### config.mk
export PLATFORM = sky130hd
export DESIGN_NAME = reservation_station
export DESIGN_NICKNAME = d
export VERILOG_FILES = /design/src/rtl/reservation_station.sv
export SDC_FILE = /design/constraint.sdc
export NUM_CORES = 1
export LEC_CHECK = 0
export CAP_MARGIN = 20
export CORE_ASPECT_RATIO = 0.75
export CORE_MARGIN = 2
export CORE_UTILIZATION = 46
export CTS_BUF_LIST = sky130_fd_sc_hd__clkbuf_8
export CTS_CLUSTER_SIZE = 16
export DETAILED_ROUTE_END_ITERATION = 10
export PLACE_DENSITY = 0.72
export SLEW_MARGIN = 25
export SYNTH_ARGS = -nofsm -noshare
export SYNTH_HDL_FRONTEND = slang
export SYNTH_SLANG_ARGS = --single-unit
### constraint.sdc
create_clock -name clk -period 19.4 [get_ports clk]
set_clock_uncertainty 0.2 [all_clocks]
set_input_delay 2.91 -clock clk [delete_from_list [all_inputs] [get_ports clk]]
set_output_delay 2.91 -clock clk [all_outputs]
set_load 0.01 [all_outputs]
### src/rtl/reservation_station.sv
`default_nettype none
// +--------------------------------------------------------------------------+
// | reservation_station: holds renamed ops until both operands are ready,     |
// | then issues them oldest-first to one functional unit.  Rev 1.0            |
// +--------------------------------------------------------------------------+
module reservation_station #(
   parameter int RS_SIZE = 4,
   parameter int XLEN    = 32,
   parameter int TAG_W   = 3,
   parameter int FUNC_W  = 4
) (
   input  logic              clk,
   input  logic              reset,
   input  logic              load,
   input  logic [FUNC_W-1:0] in_func,
   input  logic [XLEN-1:0]   in_imm,
   input  logic [XLEN-1:0]   in_pc,
   input  logic [TAG_W-1:0]  in_tag_dest,
   input  logic [TAG_W-1:0]  in_tag_src1,
   input  logic [TAG_W-1:0]  in_tag_src2,
   input  logic              in_ready_src1,
   input  logic              in_ready_src2,
   input  logic [XLEN-1:0]   in_value_src1,
   input  logic [XLEN-1:0]   in_value_src2,
   input  logic              cdb_valid,
   input  logic [TAG_W-1:0]  cdb_tag,
   input  logic [XLEN-1:0]   cdb_value,
   input  logic              flush,
   input  logic              fu_ready,
   output logic              is_full,
   output logic              issue_valid,
   output logic [FUNC_W-1:0] issue_func,
   output logic [XLEN-1:0]   issue_imm,
   output logic [XLEN-1:0]   issue_pc,
   output logic [TAG_W-1:0]  issue_tag_dest,
   output logic [XLEN-1:0]   issue_value_src1,
   output logic [XLEN-1:0]   issue_value_src2
);

   localparam int AW = $clog2(RS_SIZE);
   localparam int CW = AW + 1;

   logic [RS_SIZE-1:0] r_valid;
   logic [RS_SIZE-1:0] r_rdy1;
   logic [RS_SIZE-1:0] r_rdy2;
   logic [FUNC_W-1:0]  r_func [RS_SIZE];
   logic [XLEN-1:0]    r_imm  [RS_SIZE];
   logic [XLEN-1:0]    r_pc   [RS_SIZE];
   logic [TAG_W-1:0]   r_tagd [RS_SIZE];
   logic [TAG_W-1:0]   r_tag1 [RS_SIZE];
   logic [TAG_W-1:0]   r_tag2 [RS_SIZE];
   logic [XLEN-1:0]    r_val1 [RS_SIZE];
   logic [XLEN-1:0]    r_val2 [RS_SIZE];
   logic [AW-1:0]      r_age  [RS_SIZE];

   logic              r_issue_valid;
   logic [FUNC_W-1:0] r_issue_func;
   logic [XLEN-1:0]   r_issue_imm;
   logic [XLEN-1:0]   r_issue_pc;
   logic [TAG_W-1:0]  r_issue_tagd;
   logic [XLEN-1:0]   r_issue_val1;
   logic [XLEN-1:0]   r_issue_val2;

   logic [CW-1:0]   w_count;
   logic            w_found;
   logic [AW-1:0]   w_sel_idx;
   logic [AW-1:0]   w_sel_age;
   logic [AW-1:0]   w_free_idx;
   logic            w_out_load;
   logic            w_remove;
   logic            w_insert;
   logic [AW-1:0]   w_new_age;
   logic            w_byp1;
   logic            w_byp2;

   // Selection uses registered state only, so a wakeup takes effect next cycle.
   always_comb begin
      w_count    = '0;
      w_found    = 1'b0;
      w_sel_idx  = '0;
      w_sel_age  = '0;
      w_free_idx = '0;
      for (int i = 0; i < RS_SIZE; i++) begin
         w_count = w_count + CW'(r_valid[i]);
         if (r_valid[i] && r_rdy1[i] && r_rdy2[i] && (!w_found || r_age[i] < w_sel_age)) begin
            w_found   = 1'b1;
            w_sel_idx = AW'(i);
            w_sel_age = r_age[i];
         end
      end
      for (int i = RS_SIZE - 1; i >= 0; i--) begin
         if (!r_valid[i]) w_free_idx = AW'(i);
      end
      w_out_load = !r_issue_valid || fu_ready;
      w_remove   = w_out_load && w_found;
      w_insert   = load && !is_full;
      w_new_age  = AW'(w_count - CW'(w_remove));
      w_byp1     = cdb_valid && !in_ready_src1 && (cdb_tag == in_tag_src1);
      w_byp2     = cdb_valid && !in_ready_src2 && (cdb_tag == in_tag_src2);
   end

   assign is_full = (w_count == CW'(RS_SIZE));

   always_ff @(posedge clk) begin
      if (!reset) begin
         r_valid       <= '0;
         r_rdy1        <= '0;
         r_rdy2        <= '0;
         for (int i = 0; i < RS_SIZE; i++) begin
            r_func[i] <= '0;
            r_imm[i]  <= '0;
            r_pc[i]   <= '0;
            r_tagd[i] <= '0;
            r_tag1[i] <= '0;
            r_tag2[i] <= '0;
            r_val1[i] <= '0;
            r_val2[i] <= '0;
            r_age[i]  <= '0;
         end
         r_issue_valid <= 1'b0;
         r_issue_func  <= '0;
         r_issue_imm   <= '0;
         r_issue_pc    <= '0;
         r_issue_tagd  <= '0;
         r_issue_val1  <= '0;
         r_issue_val2  <= '0;
      end else if (flush) begin
         r_valid       <= '0;
         r_issue_valid <= 1'b0;
         for (int i = 0; i < RS_SIZE; i++) r_age[i] <= '0;
      end else begin
         for (int i = 0; i < RS_SIZE; i++) begin
            if (cdb_valid && r_valid[i]) begin
               if (!r_rdy1[i] && r_tag1[i] == cdb_tag) begin
                  r_rdy1[i] <= 1'b1;
                  r_val1[i] <= cdb_value;
               end
               if (!r_rdy2[i] && r_tag2[i] == cdb_tag) begin
                  r_rdy2[i] <= 1'b1;
                  r_val2[i] <= cdb_value;
               end
            end
            // Keep ages dense: everything younger than the issued entry moves up.
            if (w_remove && r_valid[i] && r_age[i] > w_sel_age)
               r_age[i] <= r_age[i] - AW'(1);
         end
         if (w_remove) r_valid[w_sel_idx] <= 1'b0;
         if (w_insert) begin
            r_valid[w_free_idx] <= 1'b1;
            r_func[w_free_idx]  <= in_func;
            r_imm[w_free_idx]   <= in_imm;
            r_pc[w_free_idx]    <= in_pc;
            r_tagd[w_free_idx]  <= in_tag_dest;
            r_tag1[w_free_idx]  <= in_tag_src1;
            r_tag2[w_free_idx]  <= in_tag_src2;
            r_rdy1[w_free_idx]  <= in_ready_src1 || w_byp1;
            r_rdy2[w_free_idx]  <= in_ready_src2 || w_byp2;
            r_val1[w_free_idx]  <= w_byp1 ? cdb_value : in_value_src1;
            r_val2[w_free_idx]  <= w_byp2 ? cdb_value : in_value_src2;
            r_age[w_free_idx]   <= w_new_age;
         end
         if (w_out_load) begin
            r_issue_valid <= w_found;
            if (w_found) begin
               r_issue_func <= r_func[w_sel_idx];
               r_issue_imm  <= r_imm[w_sel_idx];
               r_issue_pc   <= r_pc[w_sel_idx];
               r_issue_tagd <= r_tagd[w_sel_idx];
               r_issue_val1 <= r_val1[w_sel_idx];
               r_issue_val2 <= r_val2[w_sel_idx];
            end
         end
      end
   end

   assign issue_valid      = r_issue_valid;
   assign issue_func       = r_issue_func;
   assign issue_imm        = r_issue_imm;
   assign issue_pc         = r_issue_pc;
   assign issue_tag_dest   = r_issue_tagd;
   assign issue_value_src1 = r_issue_val1;
   assign issue_value_src2 = r_issue_val2;

endmodule
`default_nettype wire

# --- Yosys cells after proc, flatten, opt, wreduce, memory -nomap -nowiden ---
# Memories as Yosys holds them, arrays and structs flattened. A register that Yosys moved wholly into a read port is not among the register bits.
# Cells that the tools add are included.
# W data, S select, Z words.
op_classes:
  reduce_logical: 74
  eq_ne: 11
  n_lt_le_gt_ge: 11
  mux: 159
  n_bitwise: 21
  n_addsub: 8
op_table:
  columns: ["op", "count"]
  rows:
  - ["$mux W32", 12]
  - ["$mux W1", 109]
  - ["$reduce_or A32 Y1", 2]
  - ["$mux W2", 24]
  - ["$logic_and A1 B1 Y1", 39]
  - ["$eq A3 B3 Y1", 10]
  - ["$mux W4", 7]
  - ["$logic_not A1 Y1", 21]
  - ["$or A1 B1 Y1", 16]
  - ["$mux W3", 3]
  - ["$reduce_or A3 Y1", 3]
  - ["$bwmux W4", 2]
  - ["$gt A2 B2 Y1", 4]
  - ["$sub A2 B1 Y2 const B", 4]
  - ["$logic_or A1 B1 Y1", 6]
  - ["$lt A2 B2 Y1", 3]
  - ["$lt A2 B3 Y1 const B", 2]
  - ["$and A4 B4 Y4", 1]
  - ["$demux W1 S2", 2]
  - ["$ge A2 B1 Y1 const B", 2]
  - ["$not A4 Y4", 1]
  - ["$or A4 B4 Y4", 1]
  - ["$reduce_or A4 Y1", 1]
  - ["$add A2 B1 Y3", 1]
  - ["7 further kinds", 8]
word_totals:
  reg_bits: 13
  output_inout_bits: 137
  ramBits: 572
  input_bits: 184
  word_cells: 297
  memories: 9
mem_list:
  columns: ["name", "depth", "width", "rd", "rd_clocked_by_memory_dff", "write_ports", "line", "source"]
  rows:
  - ["r_imm", 4, 32, 1, 1, 4, "47", "logic [XLEN-1:0] r_imm [RS_SIZE];"]
  - ["r_pc", 4, 32, 1, 1, 4, "48", "logic [XLEN-1:0] r_pc [RS_SIZE];"]
  - ["r_val1", 4, 32, 1, 1, 5, "52", "logic [XLEN-1:0] r_val1 [RS_SIZE];"]
  - ["r_val2", 4, 32, 1, 1, 5, "53", "logic [XLEN-1:0] r_val2 [RS_SIZE];"]
  - ["r_func", 4, 4, 1, 1, 4, "46", "logic [FUNC_W-1:0] r_func [RS_SIZE];"]
  - ["r_tag1", 4, 3, 4, 0, 4, "50", "logic [TAG_W-1:0] r_tag1 [RS_SIZE];"]
  - ["+3 memories", null, null, null, null, null, null, null]

# --- Logic depth before layout (Yosys ltp) ---
# Gate-level depths: netlist (run 1).
depth:
  ltp_word: 26
  ltp_mapped: 31
  depth_no_buf: 26

# --- Least setup slack after synthesis (run 1) ---
# No wires, ideal clock.
synth_path:
  path_kind: "input to register"
  start: "input load"
  end: "memory r_val2[3][0] (enable)"
  path_buffers: 1
  cell_stages: 5
  arrival_time_ps: 10504
  setup_slack_ps: 8268
  path_cell_list: "nand2_1 -> or4b_1 -> clkbuf_1 -> o21ai_0 -> o21bai_1"
synth_rtl:
  columns: ["item", "line", "source"]
  rows:
  - ["start: declaration", "14", "input logic load,"]
  - ["end: declaration", "53", null]

==> results of run 1 <==
[worst register-to-register path, stage by stage (launching register included)]
cell and delay (ns):
dfxtp_1 0.54, and3_1 0.43, nand2_1 0.14, ha_1 0.32, a21oi_1 0.33, a21oi_1 0.12
a21oi_1 0.23, ha_1 0.28, nor2_1 0.15, o21ai_0 0.15, o41a_2 0.18, buf_4 0.41
and2_1 0.30, or2_2 0.28, ha_1 0.22, nor2_1 0.13, a21oi_1 0.10, or4_1 0.47
o211ai_4 0.10, buf_4 0.72, o21ai_0 0.43, ha_1 0.30, inv_1 0.06, a21oi_1 0.06
a211o_1 0.27, or3_1 0.33, or3_1 0.30, o21ai_0 0.08
[flip-flops by register name, indices dropped and copies added (netlist names), 3 cells and up]
| signal | count |
|---|---|
| r_tag1 | 12 |
| r_age | 8 |
| r_func | 16 |
| issue_imm | 32 |
| r_val1 | 128 |
| r_tagd | 12 |
| issue_func | 4 |
| r_rdy1 | 4 |
| r_rdy2 | 4 |
| issue_value_src2 | 32 |
| issue_pc | 32 |
| issue_value_src1 | 32 |
| r_pc | 128 |
| issue_tag_dest | 3 |
| r_tag2 | 12 |
| r_val2 | 128 |
| r_imm | 128 |
| r_valid | 4 |
[metal layers]
metal  share of wire (%)  up-vias
li1                    -     9626
met1                  42    10950
met2                  47     1109
met3                 8.8      183
met4                 2.2       12
met5               0.081        -
[final timing paths]
check / to / slack, ns / cells past startpoint
setup / recovery: r_age[0][0] / 11.61 / 27
hold / removal: issue_pc[11] / 0.27 / 2
setup reg to reg: r_age[0][0] / 11.61 / 27
hold reg to reg: issue_pc[11] / 0.27 / 2
[power by group]
| part | total [uW] | internal [uW] | switching [uW] |
|---|---|---|---|
| registers | 1740 | 1720 | 16.9 |
| logic | 180 | 71.6 | 108 |
| clock network | 1290 | 679 | 608 |
[metrics by stage]
stage	hold slack [ns]	area [um2]
after CTS	0.2706	37790
after global routing	0.2940	37820
after floorplan	0.2586	31700
final	0.2655	37820
after detailed placement	0.2546	35500
after global placement	0.2519	35450
[synthesized netlist by cell type, types with 8 or more instances]
master	n	area, um2
edfxtp_1	572	17180
a22o_1	256	2242
nor2_1	185	694.4
dfxtp_1	148	2963
a32oi_1	135	1182
mux2_2	135	1520
mux2i_1	135	1351
o21ai_1	120	600.6
clkbuf_1	104	390.4
nand2_1	99	371.6
inv_1	88	330.3
and2_1	83	519.3
buf_2	52	260.3
buf_1	33	123.9
xnor2_1	29	254.0
o21ai_0	26	130.1
a21oi_1	25	125.1
ha_1	15	187.7
buf_6	12	135.1
buf_12	8	160.2
clkbuf_2	8	40.04
nand3_1	8	40.04
nand4_1	8	50.05
nor3_1	8	40.04
o221a_2	8	90.09
[layout make-up]
| cell class | count | area, um2 |
|---|---|---|
| fill | 5590 | 30510 |
| sequential | 720 | 20140 |
| multi-input combinational | 1353 | 10300 |
| timing repair buffer | 368 | 3620 |
| clock buffer | 137 | 1886 |
| tap | 892 | 1116 |
| clock inverter | 76 | 405.4 |
| inverter | 88 | 330.3 |
| antenna | 8 | 20.02 |
[cells by family after synthesis]
| logic type | share of synthesized area [%] |
|---|---|
| buf+inv | 4.757 |
| compound gates | 14.80 |
| fa+ha+maj | 0.6553 |
| simple gates | 6.221 |
| flops | 63.54 |
| mux | 9.059 |
| xor+xnor | 0.9671 |
==> impl_metrics.py, run 1 <==
metrics = {
    "status": {
        "status": "completed",
    },
    "place": {
        "gp_congestion": 0.8299,
        "placedCellCount": 3421,
        "place_hpwl_um": 51610,
        "port_buffers": 320,
        "place_ws_ns": 11.70,
    },
    "cts": {
        "cts_made_buffers": 112,
        "postCtsSetupBuffers": 0,
        "clockRootBuffer": "clkbuf_8",
        "clk_latency_ns": 0.72,
        "post_cts_resized": 0,
        "clockBufferDepth": 3,
        "htreeDepth": 3,
        "clkTransAtPathRegs_ns": 0.06,
        "cts_tree": "built",
        "cts_hold_buf": 0,
        "cts.sinks": 720,
    },
    "final_layout": {
        "instances_no_fill": 3642,
        "fin_util_pct": 55.35,
        "drive_gt1_share_pct": 14.41,
        "layout_commonest_cell": "edfxtp_1",
        "nets": 2843,
        "syn2layout_area_growth_pct": 19.32,
        "final_cell_mix": "edfxtp_1 (572), clkdlybuf4s50_1 (320), a22o_1 (256)",
    },
    "setup_path": {
        "critPathLaunchType": "flip-flop",
        "cpMostUsedCell": "a21oi_1",
        "critPathCaptureType": "flip-flop",
        "path_delay_family": "simple AND/OR/NAND/NOR gates",
        "slowest_delay_ns": 0.72,
        "arrival_ns": 8.13,
        "crit_fanout": 59,
        "cp_slowest_cell": "buf_4",
        "required_ns": 19.74,
        "critical_path_buf_inv_count": 3,
        "critical_path.startpoint": "r_valid[0]",
        "r2r_start": "r_valid[0]",
        "crit_type": "reg2reg",
    },
    "synthesis": {
        "synth_seq_cells": 720,
        "syn_inst": 2384,
        "ys_seq_area_share_pct": 63.54,
        "synth_flop_cell": "edfxtp_1",
        "synth_edf_count": 572,
        "synth.distinct_cells": 63,
        "syn-cell-area_um2": 31700,
        "postSynthAreaPerCell_um2": 13.30,
        "synthArstFlopShare_pct": 0,
        "yosysWarnings": 0,
        "syn_nets": 2584,
    },
    "global_route": {
        "grt_util_met1_pct": 34.80,
        "met2_usage_pct": 40.74,
        "overflow": 0,
        "antenna_found_initial": 14,
        "track_usage_pct": 25.59,
        "grt_pass1_vias": 22710,
        "grt_pass1_wl_um": 137800,
        "busiest_layer": "met2",
        "use_met3_pct": 6.008,
        "grt_max_degree": 137,
    },
    "sta": {
        "relSlewSlack_pct": 28.65,
        "final.period_utilization_pct": 40.16,
        "rsz0062_at_grt": "false",
        "finalSetupViolations": 0,
        "worst-slew-pin-transition_ns": 1.070,
        "period_minus_slack_ns": 7.791,
        "fmax_mhz": 128.4,
        "finalWorstSetupSlack_ns": 11.61,
        "finalHoldViolCount": 0,
        "drv_slew": 0,
        "tns_ns": 0,
    },
    "routing": {
        "drt-pass1-iter-count": 6,
        "finalWirelength_um": 91810,
        "wire_per_inst_um": 25.21,
        "drc_errors": 0,
        "drt-initial-drc-count": 2364,
        "vias": 21880,
        "vias_per_cell": 6.007,
        "postRouteAntennaNets": 0,
    },
    "die": {
        "die_w_um": 307.1,
        "core_area_um2": 68330,
        "initial_core_util_pct": 46.39,
        "io_pins": 321,
        "std_cell_rows": 83,
        "die-area_um2": 71040,
        "die_y_um": 231.3,
    },
    "hold_path": {
        "hp-class": "reg2reg",
        "min-delay-start": "issue_pc[11]",
    },
    "power": {
        "ir_drop_uv": 45.14,
        "p_total_uw": 3203,
        "power_leakage_uw": 0.01496,
        "power_density_nw_per_um2": 84.70,
    },
    "job": {
        "maxCapViolCount": 0,
    },
}
No activity file was read; power rests on OpenSTA's default activity.
==> inputs of run 2 (changes only) <==
Settings changed: PLACE_DENSITY 0.72 to 0.74.
Clock period 19.4 ns to 6.32 ns, I/O delays scaled along.
==> run 2 against run 1 <==
Combinational power rose to 3.1 times the previous value. Die area did not move. Critical path depth fell by 4. Clock power rose to 3.1 times the previous value. Non-clock buffer count rose by 15. Global-route usage barely moved. Sequential power rose to 3.1 times the previous value. Highest routed layer unchanged. Register-to-register slack got worse by 11 ns. Flip-flop and latch count did not move. First-iteration DRC count fell by 9.7%. Power rose to 3.1 times the previous value. Worst hold slack improved by 0.0088 ns.
==> impl_metrics.py, run 2 (synthesis results as in run 1) <==
metrics = {
    "status": {
        "status": "completed",
    },
    "power": {
        "ir_drop_uv": 140.8,
        "power_leakage_uw": 0.01509,
        "power_density_nw_per_um2": 258.4,
    },
    "cts": {
        "clkTransAtPathRegs_ns": 0.07,
        "postCtsSetupBuffers": 0,
        "cts.sinks": 720,
        "cts_tree": "built",
        "post_cts_resized": 0,
        "htreeDepth": 3,
        "clockRootBuffer": "clkbuf_8",
        "clockBufferDepth": 3,
        "clk_latency_ns": 0.71,
        "cts_hold_buf": 0,
        "cts_made_buffers": 110,
    },
    "sta": {
        "rsz0062_at_grt": "false",
        "finalHoldViolCount": 0,
        "worst-slew-pin-transition_ns": 1.086,
        "final.period_utilization_pct": 92.98,
        "finalSetupViolations": 0,
        "tns_ns": 0,
        "period_minus_slack_ns": 5.876,
        "holdWs_ns": 0.2743,
        "fmax_mhz": 170.2,
        "relSlewSlack_pct": 27.60,
        "drv_slew": 0,
    },
    "routing": {
        "postRouteAntennaNets": 0,
        "drt-pass1-iter-count": 6,
        "drc_errors": 0,
        "drt-initial-drc-count": 2134,
        "finalWirelength_um": 92280,
        "wire_per_inst_um": 25.25,
        "vias_per_cell": 5.985,
        "vias": 21870,
    },
    "place": {
        "port_buffers": 320,
        "gp_congestion": 0.8191,
        "place_hpwl_um": 53020,
    },
    "setup_path": {
        "crit_end": "r_age[0][0]",
        "r2r_start": "r_rdy2[0]",
        "critPathLaunchType": "flip-flop",
        "r2r_cells": 23,
        "required_ns": 6.66,
        "critical_path.startpoint": "r_rdy2[0]",
        "r2r_end": "r_age[0][0]",
        "critPathCaptureType": "flip-flop",
        "arrival_ns": 6.21,
        "crit_type": "reg2reg",
        "rrSetupSlack_ns": 0.44,
        "crit_fanout": 7,
    },
    "final_layout": {
        "drive_gt1_share_pct": 14.94,
        "fin_util_pct": 55.73,
        "syn2layout_area_growth_pct": 20.14,
        "layout_commonest_cell": "edfxtp_1",
        "final_cell_mix": "edfxtp_1 (572), clkdlybuf4s50_1 (320), a22o_1 (256)",
        "nets": 2856,
    },
    "global_route": {
        "overflow": 0,
        "grt_pass1_vias": 22730,
        "grt_pass1_wl_um": 137300,
        "track_usage_pct": 25.58,
        "grt_max_degree": 90,
        "antenna_found_initial": 17,
    },
    "die": {
        "initial_core_util_pct": 46.39,
        "std_cell_rows": 83,
        "die_w_um": 307.1,
        "io_pins": 321,
        "die_y_um": 231.3,
        "die-area_um2": 71040,
        "core_area_um2": 68330,
    },
    "hold_path": {
        "min-delay-start": "r_val2[3][16]",
        "hp-class": "reg2reg",
    },
    "job": {
        "maxCapViolCount": 0,
    },
}
## run 2: final cells by class
type / count / area, um2
Timing Repair Buffer: 383 / 3867
Multi-Input combinational cell: 1353 / 10310
Clock buffer: 143 / 1968
Fill cell: 5495 / 30250
Sequential cell: 720 / 20140
Antenna cell: 12 / 30.03
Clock inverter: 64 / 315.3
Tap cell: 892 / 1116
Inverter: 88 / 330.3
## run 2: worst min-delay path by stage
stage,endpoint,cells after the start,slack [ns]
floorplan,issue_pc[10],2,0.26
global placement,issue_pc[9],2,0.25
finish,issue_value_src2[16],2,0.27
global route,issue_imm[28],2,0.29
detailed placement,issue_value_src1[13],2,0.26
CTS,issue_value_src2[16],2,0.27
## run 2: critical path, cell delays in order, from the launching register on
cell      delay [ns]
dfxtp_1         0.37
and3_2          0.31
nand2_1         0.10
ha_1            0.32
a21oi_2         0.23
o21a_1          0.17
a21oi_1         0.10
ha_1            0.24
o41a_2          0.52
and2_1          0.16
or2_2           0.28
ha_1            0.22
nor2_1          0.11
a21oi_1         0.08
or4_1           0.47
o211ai_4        0.14
o21ai_0         0.29
ha_1            0.27
inv_1           0.05
a21oi_1         0.05
a211o_1         0.28
or3_1           0.33
or3_1           0.31
o21ai_0         0.07
## run 2: per-stage QoR
| step | power [uW] | area, um2 | setup slack [ns] | cells |
|---|---|---|---|---|
| 6_report | 9839 | 38080 | 0.4439 | 3655 |
| 5_1_grt | 10150 | 38080 | 0.04672 | 3653 |
| 4_1_cts | 9890 | 37960 | 0.1852 | 3640 |
| 3_5_place_dp | 5984 | 35670 | 0.2365 | 3433 |
| 3_3_place_gp | 5955 | 35600 | 0.4999 | 3430 |
| 2_1_floorplan | 5693 | 31700 | 0.2171 | 2384 |
## run 2: routing by layer
layer  vias to the layer above  part of all wire, %  GRT usage, %
li1                       9665                    -             -
met1                     10950                   41         34.58
met2                      1063                   47         40.94
met3                       185                  8.8         5.240
met4                        10                  2.9         9.482
met5                         -                0.072             0
## run 2: power breakdown
group,total (uW),switching [uW],internal (uW)
registers,5330,49.2,5280
logic,565,336,230
clock network,3950,1840,2100
total,9840,2230,7610
==> inputs of run 3 (changes only) <==
Settings changed: CAP_MARGIN 20 to 10, CORE_UTILIZATION 46 to 35, PLACE_DENSITY 0.74 to 0.6.
==> run 3 against run 2 <==
Via count up 0.57%. Critical path type unchanged. Utilization down 12 points. First-iteration DRC count down 8.6%.
==> impl_metrics.py, run 3 (synthesis results as in run 1) <==
metrics = {
    "power": {
        "p_total_uw": 9984,
        "power_density_nw_per_um2": 257.6,
        "ir_drop_uv": 170.3,
        "power_leakage_uw": 0.01524,
    },
    "sta": {
        "fmax_mhz": 168.7,
        "relSlewSlack_pct": 28.16,
        "drv_slew": 0,
        "worst-slew-pin-transition_ns": 1.075,
        "finalHoldViolCount": 0,
        "rsz0062_at_grt": "false",
        "final.period_utilization_pct": 93.77,
        "finalSetupViolations": 0,
        "period_minus_slack_ns": 5.926,
        "tns_ns": 0,
        "holdWs_ns": 0.2534,
    },
    "final_layout": {
        "final_cell_area_um2": 38760,
        "final_cell_mix": "edfxtp_1 (572), clkdlybuf4s50_1 (320), a22o_1 (256)",
        "layout_commonest_cell": "edfxtp_1",
        "drive_gt1_share_pct": 15.03,
        "nets": 2862,
        "syn2layout_area_growth_pct": 22.28,
    },
    "place": {
        "place_hpwl_um": 58950,
        "placed_cell_area_um2": 36320,
        "port_buffers": 320,
        "gp_congestion": 0.8236,
    },
    "setup_path": {
        "r2r_start": "r_rdy1[0]",
        "slowest_delay_ns": 0.48,
        "crit_fanout": 7,
        "required_ns": 6.73,
        "r2r_cells": 25,
        "path_delay_family": "simple AND/OR/NAND/NOR gates",
        "crit_type": "reg2reg",
        "critical_path.startpoint": "r_rdy1[0]",
        "cp_slowest_cell": "or4_1",
        "cp.depth": 25,
        "critPathLaunchType": "flip-flop",
        "critical_path_buf_inv_count": 0,
        "arrival_ns": 6.33,
        "critPathCaptureType": "flip-flop",
    },
    "cts": {
        "cts_tree": "built",
        "clockRootBuffer": "clkbuf_8",
        "htreeDepth": 3,
        "cts.sinks": 720,
        "postCtsSetupBuffers": 0,
        "cts_made_buffers": 118,
        "clkTransAtPathRegs_ns": 0.07,
        "post_cts_resized": 0,
        "clk_latency_ns": 0.77,
        "clockBufferDepth": 3,
        "cts_hold_buf": 0,
    },
    "routing": {
        "drt-initial-drc-count": 1950,
        "drt-pass1-iter-count": 7,
        "drc_errors": 0,
        "postRouteAntennaNets": 0,
        "vias": 22000,
        "finalWirelength_um": 101700,
        "wire_per_inst_um": 25.50,
        "vias_per_cell": 5.514,
    },
    "global_route": {
        "track_usage_pct": 21.52,
        "antenna_found_initial": 19,
        "grt_pass1_vias": 23240,
        "overflow": 0,
        "grt_max_degree": 86,
        "grt_pass1_wl_um": 149700,
    },
    "hold_path": {
        "min-delay-start": "r_val2[3][30]",
        "hp-class": "reg2reg",
        "worst_hold_path.num_cells": 2,
    },
    "die": {
        "core_area_um2": 89620,
        "die-area_um2": 93010,
        "io_pins": 321,
        "die_y_um": 264.6,
        "initial_core_util_pct": 35.37,
        "std_cell_rows": 95,
        "die_w_um": 351.5,
    },
    "status": {
        "status": "completed",
    },
    "job": {
        "maxCapViolCount": 0,
    },
}
-- run 3: worst min-delay path, cell delays in order, from the launching register on --
cell and delay, ns:
edfxtp_1 0.33, a32oi_1 0.09, o21ai_1 0.06
-- run 3: path summary, 6_finish.rpt --
kind	to	slack [ns]
setup / recovery	r_age[0][0]	0.39
setup reg to reg	r_age[0][0]	0.39
hold / removal	issue_value_src2[30]	0.25
hold reg to reg	issue_value_src2[30]	0.25
-- run 3: metal layers --
metal | share of wire [%] | track usage, % | up-vias
met3 | 8.1 | 5.228 | 187
met5 | 0.13 | 0 | -
li1 | - | - | 9682
met1 | 42 | 28.71 | 11200
met4 | 2.4 | 5.971 | 20
met2 | 47 | 34.85 | 914
-- run 3: layout make-up --
type	instances	area (um2)
fillers	8177	50870
flip-flops and latches	720	20140
multi-input cells	1353	10350
repair buffers	381	4021
clock buffers	143	1968
well taps	1212	1516
clock inverters	82	404.1
inverters	88	330.3
diodes	11	27.53
-- run 3: where the power goes --
part           internal, uW  switching [uW]  leakage [uW]
logic                   232             348       0.00666
clock network          2100            1980       0.00143
registers              5280            48.9       0.00714
total                  7610            2370        0.0152
-- run 3: metrics by stage --
stage / utilization, % / worst slack [ns] / cells
after CTS: 43.18 / 0.1396 / 3978
final: 43.24 / 0.3940 / 3990
after global placement: 40.15 / 0.4805 / 3739
after global routing: 43.24 / 0.004108 / 3988
after detailed placement: 40.53 / 0.1406 / 3753
after floorplan: - / 0.2171 / 2384
